`src/rtl/alu_issue_stage.sv`:
```
// ALU issue register: forwards operands from MEM/WB and registers them with op/mod for the ALU.
// Latency 1 cycle; in_ready drops on a full output slot without out_ready, or on a load-use hazard (bubble).
module alu_issue_stage #(
  parameter int XLEN  = 32,
  parameter int CNT_W = 16
) (
  input  logic              clk,
  input  logic              reset,
  input  logic              flush,
  input  logic              in_valid,
  output logic              in_ready,
  input  logic [XLEN-1:0]   in_pc,
  input  logic [XLEN-1:0]   in_rs1_val,
  input  logic [XLEN-1:0]   in_rs2_val,
  input  logic [XLEN-1:0]   in_imm,
  input  logic [4:0]        in_rs1,
  input  logic [4:0]        in_rs2,
  input  logic [4:0]        in_rd,
  input  logic              in_a_sel,
  input  logic              in_b_sel,
  input  logic [2:0]        in_op,
  input  logic              in_mod,
  input  logic              in_reg_write,
  input  logic              in_is_load,
  input  logic [4:0]        mem_rd,
  input  logic              mem_reg_write,
  input  logic              mem_is_load,
  input  logic [XLEN-1:0]   mem_value,
  input  logic [4:0]        wb_rd,
  input  logic              wb_reg_write,
  input  logic [XLEN-1:0]   wb_value,
  output logic              out_valid,
  input  logic              out_ready,
  output logic [XLEN-1:0]   out_a,
  output logic [XLEN-1:0]   out_b,
  output logic [XLEN-1:0]   out_store_data,
  output logic [XLEN-1:0]   out_pc,
  output logic [2:0]        out_op,
  output logic              out_mod,
  output logic [4:0]        out_rd,
  output logic              out_reg_write,
  output logic              out_is_load,
  output logic [CNT_W-1:0]  stall_count
);

  logic              out_valid_q,      out_valid_d;
  logic [XLEN-1:0]   out_a_q,          out_a_d;
  logic [XLEN-1:0]   out_b_q,          out_b_d;
  logic [XLEN-1:0]   out_store_data_q, out_store_data_d;
  logic [XLEN-1:0]   out_pc_q,         out_pc_d;
  logic [2:0]        out_op_q,         out_op_d;
  logic              out_mod_q,        out_mod_d;
  logic [4:0]        out_rd_q,         out_rd_d;
  logic              out_reg_write_q,  out_reg_write_d;
  logic              out_is_load_q,    out_is_load_d;
  logic [CNT_W-1:0]  stall_count_q,    stall_count_d;

  logic              hazard;
  logic              capture;
  logic [XLEN-1:0]   rs1_fwd;
  logic [XLEN-1:0]   rs2_fwd;

  // A load in MEM has no data yet, so it is never a bypass source; MEM beats WB otherwise.
  function automatic logic [XLEN-1:0] fwd(
    input logic [4:0]      rs,
    input logic [XLEN-1:0] rf_val,
    input logic [4:0]      m_rd,
    input logic            m_we,
    input logic            m_ld,
    input logic [XLEN-1:0] m_val,
    input logic [4:0]      w_rd,
    input logic            w_we,
    input logic [XLEN-1:0] w_val
  );
    if (rs == 5'd0)                      return '0;
    else if (m_we && !m_ld && m_rd == rs) return m_val;
    else if (w_we && w_rd == rs)          return w_val;
    else                                  return rf_val;
  endfunction

  always_comb begin
    rs1_fwd = fwd(in_rs1, in_rs1_val, mem_rd, mem_reg_write, mem_is_load, mem_value,
                  wb_rd, wb_reg_write, wb_value);
    rs2_fwd = fwd(in_rs2, in_rs2_val, mem_rd, mem_reg_write, mem_is_load, mem_value,
                  wb_rd, wb_reg_write, wb_value);
  end

  // rs1 only matters when it feeds operand a; rs2 always matters because of store data.
  assign hazard = in_valid && mem_reg_write && mem_is_load && (mem_rd != 5'd0) &&
                  (((mem_rd == in_rs1) && !in_a_sel) || (mem_rd == in_rs2));

  assign in_ready = (!out_valid_q || out_ready) && !hazard;
  assign capture  = in_valid && in_ready;

  always_comb begin
    out_valid_d      = out_valid_q;
    out_a_d          = out_a_q;
    out_b_d          = out_b_q;
    out_store_data_d = out_store_data_q;
    out_pc_d         = out_pc_q;
    out_op_d         = out_op_q;
    out_mod_d        = out_mod_q;
    out_rd_d         = out_rd_q;
    out_reg_write_d  = out_reg_write_q;
    out_is_load_d    = out_is_load_q;
    stall_count_d    = stall_count_q;

    if (flush) begin
      out_valid_d = 1'b0;
    end else if (capture) begin
      out_valid_d      = 1'b1;
      out_a_d          = in_a_sel ? in_pc : rs1_fwd;
      out_b_d          = in_b_sel ? in_imm : rs2_fwd;
      out_store_data_d = rs2_fwd;
      out_pc_d         = in_pc;
      out_op_d         = in_op;
      out_mod_d        = in_mod;
      out_rd_d         = in_rd;
      out_reg_write_d  = in_reg_write;
      out_is_load_d    = in_is_load;
    end else if (out_ready) begin
      out_valid_d = 1'b0;
    end

    if (hazard && !flush && (stall_count_q != {CNT_W{1'b1}}))
      stall_count_d = stall_count_q + {{(CNT_W-1){1'b0}}, 1'b1};
  end

  always_ff @(posedge clk or posedge reset) begin
    if (reset) begin
      out_valid_q      <= 1'b0;
      out_a_q          <= '0;
      out_b_q          <= '0;
      out_store_data_q <= '0;
      out_pc_q         <= '0;
      out_op_q         <= '0;
      out_mod_q        <= 1'b0;
      out_rd_q         <= '0;
      out_reg_write_q  <= 1'b0;
      out_is_load_q    <= 1'b0;
      stall_count_q    <= '0;
    end else begin
      out_valid_q      <= out_valid_d;
      out_a_q          <= out_a_d;
      out_b_q          <= out_b_d;
      out_store_data_q <= out_store_data_d;
      out_pc_q         <= out_pc_d;
      out_op_q         <= out_op_d;
      out_mod_q        <= out_mod_d;
      out_rd_q         <= out_rd_d;
      out_reg_write_q  <= out_reg_write_d;
      out_is_load_q    <= out_is_load_d;
      stall_count_q    <= stall_count_d;
    end
  end

  assign out_valid      = out_valid_q;
  assign out_a          = out_a_q;
  assign out_b          = out_b_q;
  assign out_store_data = out_store_data_q;
  assign out_pc         = out_pc_q;
  assign out_op         = out_op_q;
  assign out_mod        = out_mod_q;
  assign out_rd         = out_rd_q;
  assign out_reg_write  = out_reg_write_q;
  assign out_is_load    = out_is_load_q;
  assign stall_count    = stall_count_q;

endmodule
```
`config.mk`:
```
export PLATFORM = sky130hd
export DESIGN_NAME = alu_issue_stage
export DESIGN_NICKNAME = d
export VERILOG_FILES = /design/src/rtl/alu_issue_stage.sv
export SDC_FILE = /design/constraint.sdc
export NUM_CORES = 1
export LEC_CHECK = 0
export CORE_MARGIN = 5
export CORE_UTILIZATION = 38
export DETAILED_ROUTE_END_ITERATION = 10
export PLACE_DENSITY = 0.77
export SLEW_MARGIN = 20
export SYNTH_ARGS = -nofsm -noshare
export SYNTH_HDL_FRONTEND = slang
export SYNTH_SLANG_ARGS = --single-unit
```
`constraint.sdc`:
```
create_clock -name clk -period 5.5 [get_ports clk]
set_clock_uncertainty 0.05 [all_clocks]
set_input_delay 1.1 -clock clk [delete_from_list [all_inputs] [get_ports clk]]
set_output_delay 1.1 -clock clk [all_outputs]
set_load 0.005 [all_outputs]
```
======== Word-level counts from Yosys, hierarchy flattened ========
Index checks and enable logic that the tools add are counted.
cells by class
  $add $sub $neg .......................... 1
  equality and inequality tests ........... 5
  muxes and demuxes ....................... 11
  bitwise logic cells ..................... 1
  reductions and logical operators ........ 26
operators with widths
  kind                                            number
  2-to-1 mux 32 bit                               8
  == test 5 bit                                   4
  adder 16 x 1 -> 16 bit (second input constant)  1
  inequality test 16 bit (second input constant)  1
  logical AND 1 bit                               14
  zero test 5 bit                                 2
  zero test 1 bit                                 5
  nonzero test 5 bit                              1
  2-to-1 mux 1 bit                                3
  nonzero test 3 bit                              1
  logical OR 1 bit                                2
  AND reduction 2 bit                             1
  NOT 1 bit                                       1
word-level totals
  flip-flop bits (word level) ............. 156
  input bits .............................. 233
  word-level logic and storage cells ...... 55

======== Logic depth before layout (Yosys ltp) ========
Gate-level depths: netlist (run 1).
  word-level depth ........................ 9
  mapped depth ............................ 9

======== Worst setup path after synthesis (run 1) ========
OpenSTA, ideal clock, no wires.
  kind .................................... input-to-output
  start point ............................. in mem_rd[1]
  end point ............................... out in_ready
  arrival ................................. 2.108 ns
  data required time ...................... 4.350 ns
  setup slack ............................. 2.242 ns
  stages .................................. 4
  buffers on the path ..................... 0
  path through ............................ or4_1 o2111ai_2 nor2_1 nor2b_1
on the way
  longest elaborated chain between the ends .. 6
  elaborated cells on any way between the ends .. 9
  classes of those cells .................. eq/ne (2); reduce/logical (7)
RTL lines
  what                 line  text
  from (decl)          25    input logic [4:0] mem_rd,
  == test 5 bit        90    (((mem_rd == in_rs1) && !in_a_sel) || (mem_rd == in_rs2));
  logical AND 1 bit    90
  logical OR 1 bit     90
  logical AND 1 bit *  89    assign hazard = in_valid && mem_reg_write && mem_is_load && (mem_rd != 5'd0) &&
  zero test 1 bit *    92    assign in_ready = (!out_valid_q || out_ready) && !hazard;
  logical AND 1 bit *  92
  to (decl)            11    output logic in_ready,
Mark *: on every way between the ends. The rest lies on a longest branch, timed or not.

======== Worst setup path after layout (run 1) ========
  start point ............................. in mem_rd[2]
  end point ............................... out in_ready
Same word-level chain as after synthesis.

==> report_table.html, run 1 <==
<table>
<tr><th>Metric</th><th>Value</th></tr>
<tr><th colspan="2">Pwr</th></tr>
<tr><td>Static leakage</td><td>about 5.3 nW</td></tr>
<tr><td>Total power per unit cell area</td><td>around 270 nW/um^2</td></tr>
<tr><td>Power after layout</td><td>roughly 3.6 mW</td></tr>
<tr><td>Worst ir drop on vdd</td><td>about 0.17 mV</td></tr>
<tr><th colspan="2">Critical path</th></tr>
<tr><td>Required time of the critical path</td><td>between 4000 and 5000 ps</td></tr>
<tr><td>Critical path class</td><td>primary input to primary output</td></tr>
<tr><td>Worst Setup Start Kind</td><td>primary input</td></tr>
<tr><td>Endpoint class of the critical path</td><td>primary output</td></tr>
<tr><td>Critical register-to-register path endpoint</td><td>stall_count[9]$_DFFE_PP0P_</td></tr>
<tr><td>Launch point of the worst reg-to-reg path</td><td>stall_count[0]$_DFFE_PP0P_</td></tr>
<tr><td>Reg2Reg Depth</td><td>7</td></tr>
<tr><td>Highest fanout seen on the critical path</td><td>5</td></tr>
<tr><td>Register-to-Register Setup Slack</td><td>~3100 ps</td></tr>
<tr><td>Worst EP arrival</td><td>between 3000 and 4000 ps</td></tr>
<tr><th colspan="2">Timing</th></tr>
<tr><td>Highest attainable clock frequency</td><td>between 200 and 250 MHz</td></tr>
<tr><td>Final setup TNS</td><td>0 ps</td></tr>
<tr><td>Max transition margin</td><td>27.3%</td></tr>
<tr><td>Transition at the pin with the smallest max-transition slack</td><td>1090 ps</td></tr>
<tr><td>Portion of the clock cycle consumed by the worst path in the final layout</td><td>between 70% and 80%</td></tr>
<tr><td>Post-layout min period</td><td>about 4300 ps</td></tr>
<tr><td>Setup violation total in the final timing report</td><td>0</td></tr>
<tr><td>Unrepaired setup endpoints after global routing</td><td>no</td></tr>
<tr><td>Max-slew violation count</td><td>0</td></tr>
<tr><td>Final hold viol count</td><td>0</td></tr>
<tr><th colspan="2">Logic synthesis</th></tr>
<tr><td>Yosys top cell area share</td><td>45.5%</td></tr>
<tr><td>Async set-or-reset flop fraction in the synthesized netlist</td><td>100%</td></tr>
<tr><td>Number of warning messages in the yosys log</td><td>0</td></tr>
<tr><td>Cell variety after synth</td><td>40</td></tr>
<tr><td>Most used standard cell by instance count after synthesis</td><td>sky130_fd_sc_hd__nand2_1</td></tr>
<tr><td>Sequential fraction of the synthesis area</td><td>45.5%</td></tr>
<tr><td>EDFF count, synth</td><td>0</td></tr>
<tr><td>Cell type contributing the most total cell area after synthesis</td><td>sky130_fd_sc_hd__dfrtp_1</td></tr>
<tr><td>Gate count of the mapped netlist</td><td>914</td></tr>
<tr><td>Leading register cell type out of synthesis</td><td>sky130_fd_sc_hd__dfrtp_1</td></tr>
<tr><td>Average cell area after synthesis</td><td>9.39 sq um</td></tr>
<tr><td>Synthesized netlist net count</td><td>approximately 1100</td></tr>
<tr><td>Leading cell types by total area after synthesis</td><td>sky130_fd_sc_hd__dfrtp_1, sky130_fd_sc_hd__nand2_1, sky130_fd_sc_hd__mux2_2</td></tr>
<tr><td>Commonest cells post-synth</td><td>sky130_fd_sc_hd__nand2_1, sky130_fd_sc_hd__dfrtp_1, sky130_fd_sc_hd__nor2_1</td></tr>
<tr><td>Number of register bits inferred by synthesis</td><td>about 160</td></tr>
<tr><td>Post-Synthesis Cell Area</td><td>~8600 sq um</td></tr>
<tr><th colspan="2">Hold path</th></tr>
<tr><td>Hold Crit Endpoint</td><td>out_pc[22]$_DFFE_PP0P_</td></tr>
<tr><td>Type of the worst min-delay path</td><td>flop to flop</td></tr>
<tr><td>Number of cells on the worst hold path</td><td>1</td></tr>
<tr><td>Hold wc startpoint</td><td>out_pc[22]$_DFFE_PP0P_</td></tr>
<tr><th colspan="2">Floorplan</th></tr>
<tr><td>Height of the chip</td><td>160 um</td></tr>
<tr><td>Floorplan core area</td><td>22400 sq um</td></tr>
<tr><td>Cell Rows</td><td>between 50 and 60</td></tr>
<tr><td>Horizontal die dimension</td><td>approximately 160 um</td></tr>
<tr><td>I/O pin count</td><td>390</td></tr>
<tr><td>Initial core utilization</td><td>between 30% and 40%</td></tr>
<tr><td>Total die area</td><td>approximately 26000 sq um</td></tr>
<tr><th colspan="2">Place</th></tr>
<tr><td>Port Buf Inserts</td><td>approximately 400</td></tr>
<tr><td>Post-DP HPWL</td><td>between 20000 and 25000 um</td></tr>
<tr><td>Area post-placement</td><td>12600 sq um</td></tr>
<tr><td>Placer's final routability congestion estimate</td><td>0.914</td></tr>
<tr><td>Number of placed cells counting well taps</td><td>1529</td></tr>
<tr><th colspan="2">Route</th></tr>
<tr><td>Drt total wl</td><td>about 33000 um</td></tr>
<tr><td>Via-to-Cell Ratio</td><td>approximately 5.6</td></tr>
<tr><td>Count of TritonRoute iterations in the first routing pass</td><td>5</td></tr>
<tr><td>DRT antenna net count</td><td>0</td></tr>
<tr><td>Detailed-route via count</td><td>about 8700</td></tr>
<tr><td>Residual DRC count</td><td>0</td></tr>
<tr><td>Post-DR wirelength/cell</td><td>around 21 um</td></tr>
<tr><td>Number of design-rule violations left by the first detailed-router iteration</td><td>627</td></tr>
<tr><th colspan="2">Layout</th></tr>
<tr><td>Count of inserted antenna diode cells</td><td>0</td></tr>
<tr><td>Share of cells above drive strength 1</td><td>between 10% and 20%</td></tr>
<tr><td>Final instance area</td><td>around 13000 sq um</td></tr>
<tr><td>Final cell count without fillers</td><td>approximately 1600</td></tr>
<tr><td>Relative area change from synthesis to final layout</td><td>52.7%</td></tr>
<tr><td>Net total in the final layout</td><td>1497</td></tr>
<tr><th colspan="2">Global route</th></tr>
<tr><td>Total track usage</td><td>24.7%</td></tr>
<tr><td>Wire length of the first global-routing pass</td><td>~50000 um</td></tr>
<tr><td>Number of global-route vias before repair</td><td>between 8000 and 9000</td></tr>
<tr><td>GR Overflow Total</td><td>0</td></tr>
<tr><td>Antenna violations before repair</td><td>0</td></tr>
<tr><td>Pin count of the biggest net entering global routing</td><td>just over 80</td></tr>
<tr><th colspan="2">Clock network</th></tr>
<tr><td>Clock latency at the later pin of the worst-skew pair</td><td>420 ps</td></tr>
<tr><td>Hold_buf cts</td><td>0</td></tr>
<tr><td>Clock tree from TritonCTS</td><td>built</td></tr>
<tr><td>Reg clk slew, reported paths</td><td>approximately 60 ps</td></tr>
<tr><td>Setup Fix Bufs, Post-CTS</td><td>0</td></tr>
<tr><td>Resize count post-CTS</td><td>0</td></tr>
<tr><td>Largest buffer count on any clock path</td><td>2</td></tr>
<tr><td>Number of clock sinks</td><td>~160</td></tr>
<tr><td>Clock root buffer</td><td>sky130_fd_sc_hd__clkbuf_16</td></tr>
<tr><td>CTS H-tree lvls</td><td>4</td></tr>
<tr><td>Number of buffers added by the clock tree synthesis step</td><td>17</td></tr>
<tr><th colspan="2">Flow run</th></tr>
<tr><td>Max-cap violation count</td><td>0</td></tr>
<tr><th colspan="2">Outcome</th></tr>
<tr><td>Run status</td><td>finished, final reports clean</td></tr>
</table>
-- layout make-up --
| cell class | instances | area, sq um |
|---|---|---|
| Tap cell | 285 | 357 |
| Multi-Input combinational cell | 680 | 4260 |
| Clock buffer | 21 | 460 |
| Sequential cell | 156 | 3900 |
| Clock inverter | 9 | 65.1 |
| Timing Repair Buffer | 405 | 4040 |
| Fill cell | 1909 | 9330 |
| Inverter | 3 | 16.3 |
-- sequential cells by signal, summed over array words and instances, names as in the netlist --
signal	count
out_mod	1
out_b	32
out_a	32
out_store_data	32
out_rd	5
out_pc	32
stall_count	16
out_valid	1
out_op	3
out_reg_write	1
out_is_load	1
-- through the flow --
step	hold WS, ps	setup slack [ps]	utilization, %
global placement	419	1200	56.1
detailed placement	424	1160	56.1
finish	433	1160	58.4
global route	460	1010	58.4
floorplan	431	143	-
CTS	439	1160	58.4
-- cells in the final DEF (no fill, tap or decap), types with 4 or more instances in the layout --
cell | synthesis | routed
sky130_fd_sc_hd__xnor2_1 | 28 | 28
sky130_fd_sc_hd__nand2_1 | 203 | 203
sky130_fd_sc_hd__mux2_4 | 16 | 16
sky130_fd_sc_hd__clkdlybuf4s50_1 | 0 | 387
sky130_fd_sc_hd__mux2_2 | 47 | 47
sky130_fd_sc_hd__inv_6 | 0 | 4
sky130_fd_sc_hd__a311o_1 | 32 | 32
sky130_fd_sc_hd__o21ai_0 | 32 | 32
sky130_fd_sc_hd__and3_1 | 5 | 4
sky130_fd_sc_hd__nand4_1 | 6 | 6
sky130_fd_sc_hd__buf_4 | 8 | 13
sky130_fd_sc_hd__clkbuf_16 | 0 | 17
sky130_fd_sc_hd__mux2_1 | 13 | 13
sky130_fd_sc_hd__xor2_1 | 7 | 7
sky130_fd_sc_hd__a311oi_1 | 32 | 32
sky130_fd_sc_hd__a31o_2 | 31 | 31
sky130_fd_sc_hd__nand3_1 | 9 | 8
sky130_fd_sc_hd__nor2_1 | 133 | 130
sky130_fd_sc_hd__dfrtp_1 | 156 | 156
sky130_fd_sc_hd__a31oi_1 | 64 | 64
-- worst max path at each step --
stage                          from                   end  slack [ps]  cells after the start
final                     mem_rd[2]              in_ready        1160                      6
after detailed placement  mem_rd[2]              in_ready        1160                      6
after CTS                 mem_rd[2]              in_ready        1160                      6
after global placement    mem_rd[2]              in_ready        1200                      6
after floorplan               reset  out_a[0]$_DFFE_PP0P_         140                      1
after global routing      mem_rd[2]              in_ready        1010                      6
-- critical path: stages --
cell and delay (ps):
sky130_fd_sc_hd__clkdlybuf4s50_1 490, sky130_fd_sc_hd__or4_1 560, sky130_fd_sc_hd__o2111ai_2 310, sky130_fd_sc_hd__nor2_1 100, sky130_fd_sc_hd__nor2b_1 120, sky130_fd_sc_hd__clkdlybuf4s50_1 510
-- metal layers --
layer,vias up,track usage [%],wire length [um]
met5,-,0,0
li1,3960,-,-
met2,448,41.8,16000
met3,61,6.39,2750
met1,4222,30.3,13100
met4,0,9.62,978
-- logic make-up (layout without fill, tap and decap cells) --
family | count (synthesis) | in the layout | synth area share, %
simple gates | 370 | 370 | 17.3
compound gates | 198 | 198 | 17.4
flops | 156 | 156 | 45.5
buf+inv | 78 | 438 | 5.39
mux | 76 | 76 | 10.7
xor+xnor | 35 | 35 | 3.57
fa+ha+maj | 1 | 1 | 0.146
-- power breakdown --
| part | internal [mW] | total [mW] | leakage, nW | switching [mW] |
|---|---|---|---|---|
| logic | 0.668 | 1.05 | 3.17 | 0.387 |
| registers | 1.34 | 1.44 | 1.83 | 0.104 |
| clock network | 0.600 | 1.11 | 0.256 | 0.505 |
No activity file was read; power rests on OpenSTA's default activity.
==> run 2: changes to the inputs <==
--- a/config.mk
+++ b/config.mk
@@ -6,9 +6,9 @@
 export NUM_CORES = 1
 export LEC_CHECK = 0
 export CORE_MARGIN = 5
-export CORE_UTILIZATION = 38
+export CORE_UTILIZATION = 42
 export DETAILED_ROUTE_END_ITERATION = 10
-export PLACE_DENSITY = 0.77
+export PLACE_DENSITY = 0.81
 export SLEW_MARGIN = 20
 export SYNTH_ARGS = -nofsm -noshare
 export SYNTH_HDL_FRONTEND = slang
==> constraint.sdc (replaced) <==
create_clock -name clk -period 4.5 [get_ports clk]
set_clock_uncertainty 0.05 [all_clocks]
set_input_delay 0.9 -clock clk [delete_from_list [all_inputs] [get_ports clk]]
set_output_delay 0.9 -clock clk [all_outputs]
set_load 0.005 [all_outputs]
==> report_table.html, run 2 (synthesized netlist as in run 1, its figures left out) <==
<table>
<tr><th>Metric</th><th>Value</th></tr>
<tr><th colspan="2">Outcome</th></tr>
<tr><td>Run status</td><td>finished, final reports clean</td></tr>
<tr><th colspan="2">Critical path</th></tr>
<tr><td>Worst setup startpoint</td><td>mem_rd[2]</td></tr>
<tr><td>CP max stage delay</td><td>540 ps (-20 ps)</td></tr>
<tr><td>Reg2Reg Depth</td><td>7 (unchanged)</td></tr>
<tr><td>Critical path's top delay family</td><td>buffers and inverters</td></tr>
<tr><td>Worst EP arrival</td><td>2960 ps (-230 ps)</td></tr>
<tr><td>Worst path depth</td><td>6 (unchanged)</td></tr>
<tr><td>Required time of the critical path</td><td>3550 ps (-800 ps)</td></tr>
<tr><td>Slowest stage cell, crit path</td><td>sky130_fd_sc_hd__or4_1</td></tr>
<tr><td>Critical register-to-register path endpoint</td><td>stall_count[11]$_DFFE_PP0P_</td></tr>
<tr><td>Worst Setup Start Kind</td><td>primary input</td></tr>
<tr><td>Highest fanout seen on the critical path</td><td>5 (unchanged)</td></tr>
<tr><td>Register-to-Register Setup Slack</td><td>2070 ps (-980 ps)</td></tr>
<tr><td>Endpoint class of the critical path</td><td>primary output</td></tr>
<tr><td>Number of buffer and inverter instances along the worst setup path</td><td>2 (unchanged)</td></tr>
<tr><td>Critical path class</td><td>primary input to primary output</td></tr>
<tr><td>Critical path endpoint</td><td>in_ready</td></tr>
<tr><td>Ordered cell list for the critical path</td><td>clkdlybuf4s50_1 -&gt; or4_1 -&gt; o2111ai_2 -&gt; nor2_1 -&gt; nor2b_1 -&gt; clkdlybuf4s50_1</td></tr>
<tr><td>Most common cell on crit path</td><td>sky130_fd_sc_hd__clkdlybuf4s50_1</td></tr>
<tr><td>Launch point of the worst reg-to-reg path</td><td>stall_count[0]$_DFFE_PP0P_</td></tr>
<tr><th colspan="2">Clock network</th></tr>
<tr><td>Clock root buffer</td><td>sky130_fd_sc_hd__clkbuf_16</td></tr>
<tr><td>Largest buffer count on any clock path</td><td>2 (unchanged)</td></tr>
<tr><td>Number of buffers added by the clock tree synthesis step</td><td>17 (unchanged)</td></tr>
<tr><td>Hold_buf cts</td><td>0 (unchanged)</td></tr>
<tr><td>Clock latency at the later pin of the worst-skew pair</td><td>420 ps (about the same)</td></tr>
<tr><td>CTS H-tree lvls</td><td>4 (unchanged)</td></tr>
<tr><td>Number of clock sinks</td><td>156 (unchanged)</td></tr>
<tr><td>Setup Fix Bufs, Post-CTS</td><td>0 (unchanged)</td></tr>
<tr><td>Resize count post-CTS</td><td>0 (unchanged)</td></tr>
<tr><td>Clock tree from TritonCTS</td><td>built</td></tr>
<tr><td>Reg clk slew, reported paths</td><td>70 ps (about the same)</td></tr>
<tr><th colspan="2">Flow run</th></tr>
<tr><td>Max-cap violation count</td><td>0 (unchanged)</td></tr>
<tr><th colspan="2">Floorplan</th></tr>
<tr><td>Floorplan core area</td><td>20200 sq um (-10%)</td></tr>
<tr><td>Total die area</td><td>23400 sq um (-8.9%)</td></tr>
<tr><td>I/O pin count</td><td>390 (unchanged)</td></tr>
<tr><td>Horizontal die dimension</td><td>153 um (-4.6%)</td></tr>
<tr><td>Cell Rows</td><td>52 (-5.5%)</td></tr>
<tr><td>Initial core utilization</td><td>42.6% (+4.3 points)</td></tr>
<tr><td>Height of the chip</td><td>153 um (-4.6%)</td></tr>
<tr><th colspan="2">Global route</th></tr>
<tr><td>Antenna violations before repair</td><td>0 (unchanged)</td></tr>
<tr><td>GR Overflow Total</td><td>0 (unchanged)</td></tr>
<tr><td>Pin count of the biggest net entering global routing</td><td>97 (+20%)</td></tr>
<tr><td>Number of global-route vias before repair</td><td>9128 (+3.4%)</td></tr>
<tr><td>Wire length of the first global-routing pass</td><td>50200 um (about the same)</td></tr>
<tr><td>Total track usage</td><td>27.1% (+2.4 points)</td></tr>
<tr><th colspan="2">Pwr</th></tr>
<tr><td>Share of power burned in registers</td><td>37.3% (-2.7 points)</td></tr>
<tr><td>Static leakage</td><td>5.33 nW (+1.5%)</td></tr>
<tr><td>Net switching power</td><td>1.22 mW (+23%)</td></tr>
<tr><td>Net Sw Frac</td><td>25.8% (-1.9 points)</td></tr>
<tr><td>Cell Int Power</td><td>3.51 mW (+35%)</td></tr>
<tr><td>Worst ir drop on vdd</td><td>0.245 mV (+42%)</td></tr>
<tr><td>Total power per unit cell area</td><td>356 nW/um^2 (+30%)</td></tr>
<tr><td>Combinational cell fraction of total power</td><td>27.3% (-2.0 points)</td></tr>
<tr><td>Clock Power Share</td><td>35.5% (+4.8 points)</td></tr>
<tr><th colspan="2">Timing</th></tr>
<tr><td>Final setup TNS</td><td>0 ps (unchanged)</td></tr>
<tr><td>Max-slew violation count</td><td>0 (unchanged)</td></tr>
<tr><td>Portion of the clock cycle consumed by the worst path in the final layout</td><td>slightly below 90%</td></tr>
<tr><td>Post-layout min period</td><td>3910 ps</td></tr>
<tr><td>Transition at the pin with the smallest max-transition slack</td><td>949 ps (-138 ps)</td></tr>
<tr><td>Highest attainable clock frequency</td><td>~260 MHz</td></tr>
<tr><td>Unrepaired setup endpoints after global routing</td><td>no</td></tr>
<tr><td>Setup violation total in the final timing report</td><td>0 (unchanged)</td></tr>
<tr><td>Min setup slack post-route</td><td>591 ps (-566 ps)</td></tr>
<tr><td>Final hold viol count</td><td>0 (unchanged)</td></tr>
<tr><td>Max transition margin</td><td>36.7% (+9.4 points)</td></tr>
<tr><th colspan="2">Layout</th></tr>
<tr><td>Final core utilization</td><td>65.9% (+7.5 points)</td></tr>
<tr><td>FILL cells</td><td>1644 (-14%)</td></tr>
<tr><td>Relative area change from synthesis to final layout</td><td>54.8%</td></tr>
<tr><td>Share of cells above drive strength 1</td><td>12.1% (+0.088 points)</td></tr>
<tr><td>Commonest non-fill, non-tap cell in the layout</td><td>sky130_fd_sc_hd__clkdlybuf4s50_1</td></tr>
<tr><td>Most frequent cells in the layout</td><td>sky130_fd_sc_hd__clkdlybuf4s50_1, sky130_fd_sc_hd__nand2_1, sky130_fd_sc_hd__dfrtp_1, sky130_fd_sc_hd__nor2_1, sky130_fd_sc_hd__a31oi_1</td></tr>
<tr><td>Net total in the final layout</td><td>1495 (-0.13%)</td></tr>
<tr><td>Final instance area</td><td>13300 sq um (+1.4%)</td></tr>
<tr><td>Count of inserted antenna diode cells</td><td>0 (unchanged)</td></tr>
<tr><th colspan="2">Place</th></tr>
<tr><td>Area post-placement</td><td>12600 sq um (+0.22%)</td></tr>
<tr><td>Post-DP HPWL</td><td>23500 um (+1.2%)</td></tr>
<tr><td>DP Worst Slack</td><td>591 ps (-566 ps)</td></tr>
<tr><td>Port Buf Inserts</td><td>389 (unchanged)</td></tr>
<tr><td>Placer's final routability congestion estimate</td><td>0.898 (-1.8%)</td></tr>
<tr><th colspan="2">Route</th></tr>
<tr><td>Post-DR wirelength/cell</td><td>21.1 um (about the same)</td></tr>
<tr><td>Drt total wl</td><td>32500 um (-0.96%)</td></tr>
<tr><td>Via-to-Cell Ratio</td><td>5.62 (+0.89%)</td></tr>
<tr><td>Number of design-rule violations left by the first detailed-router iteration</td><td>487 (-22%)</td></tr>
<tr><td>Detailed-route via count</td><td>8678 (-0.15%)</td></tr>
<tr><td>DRT antenna net count</td><td>0 (unchanged)</td></tr>
<tr><td>Residual DRC count</td><td>0 (unchanged)</td></tr>
<tr><td>Count of TritonRoute iterations in the first routing pass</td><td>5 (unchanged)</td></tr>
<tr><th colspan="2">Hold path</th></tr>
<tr><td>Number of cells on the worst hold path</td><td>1 (unchanged)</td></tr>
<tr><td>Type of the worst min-delay path</td><td>flop to flop</td></tr>
</table>
==> run 2: cell count changes in the layout (fill, tap and decap cells not counted) <==
| cell | before | now |
|---|---|---|
| sky130_fd_sc_hd__inv_6 | 4 | 1 |
| sky130_fd_sc_hd__buf_12 | 3 | 8 |
| sky130_fd_sc_hd__clkbuf_8 | 2 | 1 |
| sky130_fd_sc_hd__bufinv_16 | 0 | 6 |
| sky130_fd_sc_hd__clkbuf_1 | 2 | 0 |
| sky130_fd_sc_hd__clkinv_4 | 1 | 5 |
| sky130_fd_sc_hd__buf_4 | 13 | 6 |
| sky130_fd_sc_hd__clkinv_2 | 3 | 0 |
==> run 2: stage by stage <==
stage	total power [mW]	hold WS [ps]	cells
finish	4.73	434	1543
floorplan	2.23	431	914
detailed placement	3.08	424	1512
global route	4.94	460	1543
CTS	4.76	438	1543
global placement	3.05	416	1512
==> run 2: worst register-to-register path, stage by stage, from the launching register on <==
cell and delay, ps:
sky130_fd_sc_hd__dfrtp_1 420, sky130_fd_sc_hd__ha_1 230, sky130_fd_sc_hd__and3_1 200, sky130_fd_sc_hd__nand4_1 120, sky130_fd_sc_hd__o31ai_1 140, sky130_fd_sc_hd__nor4_1 730
sky130_fd_sc_hd__nand3_1 230, sky130_fd_sc_hd__xnor2_1 180
==> run 2: how the worst min path moves through the flow <==
stage	startpoint	to	slack (ps)
2_1_floorplan	stall_count[9]$_DFFE_PP0P_	stall_count[9]$_DFFE_PP0P_	430
6_report	out_pc[6]$_DFFE_PP0P_	out_pc[6]$_DFFE_PP0P_	430
3_5_place_dp	out_pc[4]$_DFFE_PP0P_	out_pc[4]$_DFFE_PP0P_	420
5_1_grt	out_pc[4]$_DFFE_PP0P_	out_pc[4]$_DFFE_PP0P_	460
3_3_place_gp	out_pc[20]$_DFFE_PP0P_	out_pc[20]$_DFFE_PP0P_	420
4_1_cts	out_pc[10]$_DFFE_PP0P_	out_pc[10]$_DFFE_PP0P_	440
==> run 2: layout make-up <==
type | instances | area, sq um | share of cell area [%]
Clock buffer | 18 | 439 | 3.31
Tap cell | 270 | 338 | 2.54
Timing Repair Buffer | 403 | 4090 | 30.8
Sequential cell | 156 | 3900 | 29.4
Multi-Input combinational cell | 680 | 4260 | 32.1
Clock inverter | 13 | 240 | 1.81
Inverter | 3 | 15.0 | 0.113
==> run 2: layer usage <==
layer	routed length, um	vias up	global-route usage, %
met4	1580	0	13.8
met3	2870	106	8.45
met5	0	-	0
li1	-	3949	-
met2	15900	434	46.0
met1	12100	4189	30.9
==> run 2: power by group through the flow <==
stage / Sequential (mW) / Combinational [mW] / Clock, mW
CTS: 1.76 / 1.30 / 1.70
floorplan: 1.80 / 0.433 / 0
finish: 1.76 / 1.29 / 1.68
global route: 1.79 / 1.38 / 1.77
detailed placement: 1.79 / 1.29 / 0
global placement: 1.77 / 1.27 / 0
